**src/rtl/mem_ctrl_pkg.sv**
```systemverilog
// ---------------------------------------------------------------------------
// mem_ctrl_pkg
// Shared types and constants for the memory-side controller.
//   state_t   : controller FSM encoding (IDLE / REQ / DONE)
//   OP_READ / OP_WRITE : values of the I_we / O_ram_we direction bit
// ---------------------------------------------------------------------------
package mem_ctrl_pkg;

  typedef enum logic [1:0] {
    ST_IDLE = 2'd0,
    ST_REQ  = 2'd1,
    ST_DONE = 2'd2
  } state_t;

  localparam logic OP_READ  = 1'b0;
  localparam logic OP_WRITE = 1'b1;

  // Timer width for a given timeout; never narrower than one bit.
  function automatic int timer_width(input int timeout);
    return (timeout > 2) ? $clog2(timeout) : 1;
  endfunction

endpackage

```
**src/rtl/mem_ctrl.sv**
```systemverilog
// ---------------------------------------------------------------------------
// mem_ctrl
// Memory-side controller. Accepts a one-cycle execute pulse from the control
// unit, runs one request/ack transaction on the external RAM bus and returns
// a one-cycle data-ready pulse. Every access is bounded by a timeout so an
// absent RAM cannot hang the CPU; a timed-out read returns all-ones.
//
// Ports
//   clk, reset     clock; synchronous active-high reset
//   I_execute      start pulse, sampled only while O_mem_ready=1
//   I_we           1=write, 0=read (fetch is a read)
//   I_addr/I_wdata access address / write data, latched with I_execute
//   O_mem_ready    idle, able to accept I_execute
//   O_data_ready   one-cycle completion pulse (reads and writes)
//   O_data         read word, held until the next read completes
//   O_error        one-cycle pulse alongside O_data_ready on timeout
//   O_ram_req/we/addr/wdata  RAM bus request and its latched attributes
//   I_ram_ack/I_ram_rdata    RAM bus completion and read data
//   O_dbg_state    current FSM state, for observation only
//
// Handshake: the control unit may issue I_execute only in a cycle where
// O_mem_ready=1; a pulse seen with O_mem_ready=0 is dropped (no queue).
// On the bus, O_ram_req acts as valid and I_ram_ack as ready: the request and
// its we/addr/wdata stay constant until the edge that samples I_ram_ack=1 (or
// the timeout fires); I_ram_ack is ignored whenever O_ram_req=0.
// ---------------------------------------------------------------------------
module mem_ctrl
  import mem_ctrl_pkg::*;
#(
  parameter int AW      = 16,
  parameter int DW      = 16,
  parameter int TIMEOUT = 16
) (
  input  logic          clk,
  input  logic          reset,
  input  logic          I_execute,
  input  logic          I_we,
  input  logic [AW-1:0] I_addr,
  input  logic [DW-1:0] I_wdata,
  output logic          O_mem_ready,
  output logic          O_data_ready,
  output logic [DW-1:0] O_data,
  output logic          O_error,
  output logic          O_ram_req,
  output logic          O_ram_we,
  output logic [AW-1:0] O_ram_addr,
  output logic [DW-1:0] O_ram_wdata,
  input  logic          I_ram_ack,
  input  logic [DW-1:0] I_ram_rdata,
  output state_t        O_dbg_state
);

  localparam int            TW       = timer_width(TIMEOUT);
  localparam logic [TW-1:0] T_LAST   = TW'(TIMEOUT - 1);
  localparam logic [DW-1:0] ERR_WORD = '1;

  state_t        state_q;
  logic [TW-1:0] timer_q;
  logic          mem_ready_q;
  logic          data_ready_q;
  logic [DW-1:0] data_q;
  logic          error_q;
  logic          ram_req_q;
  logic          ram_we_q;
  logic [AW-1:0] ram_addr_q;
  logic [DW-1:0] ram_wdata_q;

  always_ff @(posedge clk) begin
    if (reset) begin
      state_q      <= ST_IDLE;
      timer_q      <= '0;
      mem_ready_q  <= 1'b0;
      data_ready_q <= 1'b0;
      data_q       <= '0;
      error_q      <= 1'b0;
      ram_req_q    <= 1'b0;
      ram_we_q     <= 1'b0;
      ram_addr_q   <= '0;
      ram_wdata_q  <= '0;
    end else begin
      case (state_q)
        ST_IDLE: begin
          mem_ready_q <= 1'b1;
          // mem_ready_q gates acceptance, so the very first idle cycle after
          // reset (ready still 0) cannot start an access.
          if (I_execute && mem_ready_q) begin
            ram_we_q    <= I_we;
            ram_addr_q  <= I_addr;
            ram_wdata_q <= I_wdata;
            ram_req_q   <= 1'b1;
            mem_ready_q <= 1'b0;
            timer_q     <= '0;
            state_q     <= ST_REQ;
          end
        end

        ST_REQ: begin
          // Ack wins over the timeout, including on the final timeout cycle.
          if (I_ram_ack) begin
            ram_req_q    <= 1'b0;
            data_ready_q <= 1'b1;
            if (ram_we_q == OP_READ) begin
              data_q <= I_ram_rdata;
            end
            state_q <= ST_DONE;
          end else if (timer_q == T_LAST) begin
            ram_req_q    <= 1'b0;
            data_ready_q <= 1'b1;
            error_q      <= 1'b1;
            if (ram_we_q == OP_READ) begin
              data_q <= ERR_WORD;
            end
            state_q <= ST_DONE;
          end else begin
            // Only reached below T_LAST, so the timer saturates, never wraps.
            timer_q <= timer_q + TW'(1);
          end
        end

        ST_DONE: begin
          data_ready_q <= 1'b0;
          error_q      <= 1'b0;
          mem_ready_q  <= 1'b1;
          state_q      <= ST_IDLE;
        end

        default: begin
          state_q     <= ST_IDLE;
          ram_req_q   <= 1'b0;
          mem_ready_q <= 1'b0;
        end
      endcase
    end
  end

  assign O_mem_ready  = mem_ready_q;
  assign O_data_ready = data_ready_q;
  assign O_data       = data_q;
  assign O_error      = error_q;
  assign O_ram_req    = ram_req_q;
  assign O_ram_we     = ram_we_q;
  assign O_ram_addr   = ram_addr_q;
  assign O_ram_wdata  = ram_wdata_q;
  assign O_dbg_state  = state_q;

endmodule

```
**config.mk**
```make
export PLATFORM = sky130hd
export DESIGN_NAME = mem_ctrl
export DESIGN_NICKNAME = d
export VERILOG_FILES = /design/src/rtl/mem_ctrl_pkg.sv /design/src/rtl/mem_ctrl.sv
export SDC_FILE = /design/constraint.sdc
export NUM_CORES = 1
export LEC_CHECK = 0
export ABC_CLOCK_PERIOD_IN_PS = 4650
export CORE_MARGIN = 2
export CORE_UTILIZATION = 45
export CTS_BUF_LIST = sky130_fd_sc_hd__clkbuf_4 sky130_fd_sc_hd__clkbuf_8
export CTS_CLUSTER_DIAMETER = 30
export DETAILED_ROUTE_END_ITERATION = 7
export PLACE_DENSITY = 0.88
export SETUP_SLACK_MARGIN = 0.5
export SLEW_MARGIN = 15
export SYNTH_ARGS = -nofsm -noshare
export SYNTH_HDL_FRONTEND = slang
export SYNTH_SLANG_ARGS = --single-unit
```
**constraint.sdc**
```tcl
create_clock -name clk -period 4.65 [get_ports clk]
set_input_delay 1.1625 -clock clk [delete_from_list [all_inputs] [get_ports clk]]
set_output_delay 1.1625 -clock clk [all_outputs]
set_load 0.01 [all_outputs]
```
==> results of run 1 <==
## final timing paths
check	slack [ns]	endpoint	depth (start not counted)
max	2.02	O_dbg_state[0]	1
min	0.45	O_ram_addr[4]$_SDFFE_PP0P_	2
max reg2reg	2.99	O_ram_addr[7]$_SDFFE_PP0P_	3
min reg2reg	0.45	O_ram_addr[4]$_SDFFE_PP0P_	2
## layout by cell type, fill, tap and decap left out, drive strengths merged, types with 2 or more instances in the layout
master / n
inv: 17
nor2: 18
a21oi: 39
o21ai: 2
nand2b: 2
dfxtp: 59
nand2: 70
o211ai: 4
nand4bb: 2
nand4: 2
clkdlybuf4s50: 106
clkbuf: 12
or3: 2
nand3: 3
buf: 2
a211oi: 19
clkinv: 2
## registers in the layout (all words and copies together) (netlist names)
register / cells
O_data: 16
timer_q: 4
O_mem_ready: 1
O_error: 1
O_ram_req: 1
O_dbg_state: 2
O_ram_we: 1
O_ram_addr: 16
O_data_ready: 1
O_ram_wdata: 16
## cell type report
class	count	area, um2	share of cell area
inverter	17	63.8	0.0184
multi-input combinational	171	872	0.252
timing repair buffer	108	1070	0.310
clock buffer	12	146	0.0423
tap	67	83.8	0.0242
sequential	59	1180	0.341
clock inverter	3	40.0	0.0116
## worst reg2reg max path, cell delays in order, from the launching register on
cell	delay [ns]
dfxtp_1	0.41
and4bb_2	0.83
nand2_1	0.18
a21oi_1	0.17
## per-stage QoR
| step | power, mW | area, um2 | setup slack, ns | hold slack [ns] |
|---|---|---|---|---|
| floorplan | 0.618 | 2210 | 2.58 | 0.475 |
| global placement | 0.712 | 3270 | 1.80 | 0.439 |
| detailed placement | 0.716 | 3270 | 1.74 | 0.444 |
| CTS | 1.16 | 3460 | 2.02 | 0.454 |
| global route | 1.19 | 3460 | 1.91 | 0.470 |
| finish | 1.15 | 3460 | 2.02 | 0.453 |
## routing by layer
metal,GRT usage,up-vias,routed length (um)
met5,0,-,0
met4,0.0990,0,37
met2,0.350,84,2810
li1,-,1084,-
met3,0.0583,6,437
met1,0.238,980,2340
## logic make-up (layout without fill, tap and decap cells)
group / count (synthesis) / after routing / share of synthesized area
adders and majority gates: 1 / 1 / 0.00566
buffers and inverters: 37 / 140 / 0.0708
DFF: 59 / 59 / 0.535
and+or+nand+nor: 104 / 104 / 0.206
AOI/OAI and AO/OA: 66 / 66 / 0.183
## report_power, final
| group | internal, mW | total, mW | switching [mW] |
|---|---|---|---|
| clock network | 0.261 | 0.440 | 0.179 |
| logic | 0.0939 | 0.162 | 0.0679 |
| registers | 0.529 | 0.544 | 0.0142 |
| total | 0.884 | 1.15 | 0.261 |
==> flow_metrics.tcl, run 1 <==
set metrics [dict create \
    outcome "complete, no violations" \
    path_delay_family "buffers and inverters" \
    hold_viol_final 0 \
    ys.flop_type "dfxtp_1" \
    slew_headroom 0.306 \
    critical_path.slowest_cell "clkdlybuf4s50_1" \
    grt_pass1_wl_mm 8.73 \
    arrival_ns 1.47 \
    die_h_um 74.1 \
    gp_routability_congestion 0.818 \
    htreeDepth 3 \
    synth_fp_nets 321 \
    synth_area_per_cell_um2 8.28 \
    cp-end-kind "primary output" \
    grt_max_degree 60 \
    wl_per_cell_um 12.9 \
    clkTransAtPathRegs_ns 0.06 \
    fin_cells 437 \
    dp_cells 422 \
    tightestPinTransition_ns 1.04 \
    crit_type "flop to primary output" \
    cts_tree "yes" \
    drive_above_1_share 0.0568 \
    grt_pass1_vias 2030 \
    cts_setup_buffers 0 \
    io_buffers 107 \
    yosysWarnings 0 \
    syn-cell-area_um2 2210 \
    cts_resized 0 \
    fmax_mhz 380 \
    async_flop_share 0 \
    vdd_drop_max_mv 0.191 \
    fin_setup_tns_ns 0 \
    rows 25 \
    startpoint_type "flop" \
    clock_sinks 59 \
    synth_cell_types 26 \
    yosysTopAreaCell "dfxtp_1" \
    yosys-top-cells-count "nand2_1 (70), dfxtp_1 (59), a21oi_1 (39)" \
    worst-path-buf-inv 1 \
    power_density_nw_per_um2 331 \
    die-area_um2 5490 \
    clockBufferDepth 2 \
    dpl.hpwl_mm 3.81 \
    cap_violations 0 \
    cp.required_ns 3.49 \
    cts_root_buf "clkbuf_8" \
    drcViolationCount 0 \
    critPathMaxFanout 11 \
    synth-seq-cells 59 \
    grt_antenna_before_repair 0 \
    synth_edf_count 0 \
    finalClockSkew_ns 0.00956 \
    grt_use_total 0.206 \
    drtIter0Drc 117 \
    grt_setup_unrepaired "false" \
    ys_seq_area_frac 0.535 \
    synth_top_area_frac 0.535 \
    path_cells "clkdlybuf4s50_1" \
    wl_mm 5.63 \
    post-route-util 0.733 \
    fillers 407 \
    viasPerCell 4.93 \
    cp_slowest_stage_delay_ns 0.63 \
    layout.nets 420 \
    clkLatencyLatePin_ns 0.32 \
    postCtsHoldBufs 0 \
    cp-startpoint "O_dbg_state[0]$_SDFFE_PP0P_" \
    reg2reg_from "O_dbg_state[0]$_SDFFE_PP0P_" \
    diodes 0 \
    yosys-top-cells-area "dfxtp_1 (53%), nand2_1 (12%), a21oi_1 (8.8%), a211oi_1 (6.5%), nor2_1 (3.1%)" \
    vias 2154 \
    p_leak_nw 1.21 \
    hold_class "flop to flop" \
    die_x_um 74.1 \
    min-delay-start "O_ram_addr[4]$_SDFFE_PP0P_" \
    finalCritPeriodShare 0.566 \
    fin_crit_ns 2.63 \
    setup_viol 0 \
    yosysMostFrequentCell "nand2_1" \
    start_util 0.468 \
    io_pins 108 \
    firstDrtPassIters 4 \
    final_antenna_net_count 0 \
    tritoncts.num_buffers 9 \
    slew_violations 0 \
    area_delta_synth_final_pct 56.6 \
    synth_cells 267 \
    gr-total-overflow 0 \
    core_area_um2 4720 \
]
Power figures use the tool's default switching activity.
==> run 2, diff against run 1 <==
--- a/config.mk
+++ b/config.mk
@@ -5,13 +5,13 @@
 export SDC_FILE = /design/constraint.sdc
 export NUM_CORES = 1
 export LEC_CHECK = 0
-export ABC_CLOCK_PERIOD_IN_PS = 4650
+export ABC_CLOCK_PERIOD_IN_PS = 2300
 export CORE_MARGIN = 2
-export CORE_UTILIZATION = 45
+export CORE_UTILIZATION = 37
 export CTS_BUF_LIST = sky130_fd_sc_hd__clkbuf_4 sky130_fd_sc_hd__clkbuf_8
 export CTS_CLUSTER_DIAMETER = 30
 export DETAILED_ROUTE_END_ITERATION = 7
-export PLACE_DENSITY = 0.88
+export PLACE_DENSITY = 0.77
 export SETUP_SLACK_MARGIN = 0.5
 export SLEW_MARGIN = 15
 export SYNTH_ARGS = -nofsm -noshare
==> constraint.sdc (replaced) <==
create_clock -name clk -period 2.3 [get_ports clk]
set_input_delay 0.575 -clock clk [delete_from_list [all_inputs] [get_ports clk]]
set_output_delay 0.575 -clock clk [all_outputs]
set_load 0.01 [all_outputs]
==> flow_metrics.tcl, run 2 (synthesis gave the netlist of run 1 again) <==
set metrics [dict create \
    outcome "complete, no violations" \
    mostFrequentLayoutCell "nand2_1" \
    grt_pass1_vias 2057 \
    vdd_drop_max_mv 0.403 \
    cts_tree "yes" \
    htreeDepth 3 \
    slew_violations 0 \
    post-route-util 0.624 \
    worst-path-buf-inv 1 \
    clkTransAtPathRegs_ns 0.06 \
    wl_mm 5.51 \
    die-area_um2 6610 \
    grt_max_degree 32 \
    fmax_mhz 567 \
    drtIter0Drc 75 \
    setup_viol 0 \
    grt_most_used_layer "met2" \
    final_antenna_net_count 0 \
    die_x_um 81.3 \
    gr-total-overflow 0 \
    gp_routability_congestion 0.734 \
    use_met2 0.278 \
    wl_per_cell_um 12.1 \
    io_buffers 107 \
    dpl.hpwl_mm 3.92 \
    p_leak_nw 1.97 \
    startpoint_type "flop" \
    cp_slowest_stage_delay_ns 0.54 \
    finalClockSkew_ns 0.00568 \
    arrival_ns 1.19 \
    cp-end-kind "primary output" \
    gr-usage-met3 0.0533 \
    drive_above_1_share 0.0818 \
    cap_violations 0 \
    use_met1 0.197 \
    critPathMaxFanout 2 \
    layout.nets 428 \
    hold_viol_final 0 \
    dpl_worst_slack_ns 0.330 \
    clkLatencyLatePin_ns 0.32 \
    vias 2129 \
    viasPerCell 4.69 \
    clockBufferDepth 2 \
    core_area_um2 5850 \
    worst_slack_ns 0.536 \
    fin_crit_ns 1.76 \
    finalCritPeriodShare 0.767 \
    crit_type "flop to primary output" \
    slew_headroom 0.620 \
    final_cell_mix "nand2_1 (70), clkdlybuf4s50_1 (61), dfxtp_1 (58)" \
    io_pins 108 \
    fin_setup_tns_ns 0 \
    area_delta_synth_final_pct 65.3 \
    grt_antenna_before_repair 0 \
    fillers 504 \
    firstDrtPassIters 5 \
    path_delay_family "buffers and inverters" \
    grt_setup_unrepaired "false" \
    grt_use_total 0.169 \
    diodes 0 \
    cts_root_buf "clkbuf_8" \
    tritoncts.num_buffers 9 \
    path_cells "clkdlybuf4s50_1" \
    rows 28 \
    tightestPinTransition_ns 0.569 \
    p_total_mw 2.43 \
    die_h_um 81.3 \
    cp.required_ns 1.73 \
    critical_path.slowest_cell "clkdlybuf4s50_1" \
    clock_sinks 59 \
    grt_pass1_wl_mm 8.71 \
    power_density_nw_per_um2 666 \
    start_util 0.378 \
    hold_class "flop to flop" \
    drcViolationCount 0 \
]
-- run 2: timing repair --
item | CTS | global route
hold buffers | 0 | 0
setup endpoints to repair | 6 | 39
gates resized for setup | 7 | 39
gates cloned | 0 | 0
hold endpoints to repair | 0 | 0
buffers inserted | 0 | 0
-- run 2: cell type report --
type	instances	area, um2	share of cell area
clock buffers	11	139	0.0380
clock inverters	5	77.6	0.0212
inverters	17	63.8	0.0175
multi-input cells	171	872	0.239
flip-flops and latches	59	1180	0.324
well taps	75	93.8	0.0257
repair buffers	116	1220	0.335
-- run 2: final timing paths --
path / startpoint / endpoint / slack [ns] / cells past startpoint
max: O_data[13]$_SDFFE_PP0P_ / O_data[13] / 0.54 / 1
min: O_ram_addr[0]$_SDFFE_PP0P_ / O_ram_addr[0]$_SDFFE_PP0P_ / 0.45 / 2
max reg2reg: timer_q[0]$_SDFFE_PP0P_ / O_data[8]$_SDFFE_PP0P_ / 0.67 / 4
min reg2reg: O_ram_addr[0]$_SDFFE_PP0P_ / O_ram_addr[0]$_SDFFE_PP0P_ / 0.45 / 2
-- run 2: worst reg2reg max path: stages (launching register included) --
cell      delay [ns]
dfxtp_1         0.34
ha_1            0.26
and3_1          0.29
o211ai_4        0.44
a211oi_1        0.15
-- run 2: metal layers --
metal / wire, um / share of wire
met1: 2380 / 0.43
met2: 2710 / 0.49
met3: 370 / 0.067
met4: 55 / 0.010
met5: 0 / 0
-- run 2: power by group --
| part | total (mW) | internal [mW] | switching [mW] | leakage [nW] |
|---|---|---|---|---|
| clock network | 1.01 | 0.630 | 0.382 | 0.110 |
| logic | 0.327 | 0.187 | 0.139 | 1.38 |
| registers | 1.09 | 1.07 | 0.0241 | 0.480 |
-- run 2: per-stage QoR --
stage	hold WS [ns]	instance area (um2)	cells
floorplan	0.475	2210	267
global placement	0.440	3340	438
detailed placement	0.443	3340	438
CTS	0.455	3550	454
global route	0.469	3650	454
finish	0.450	3650	454
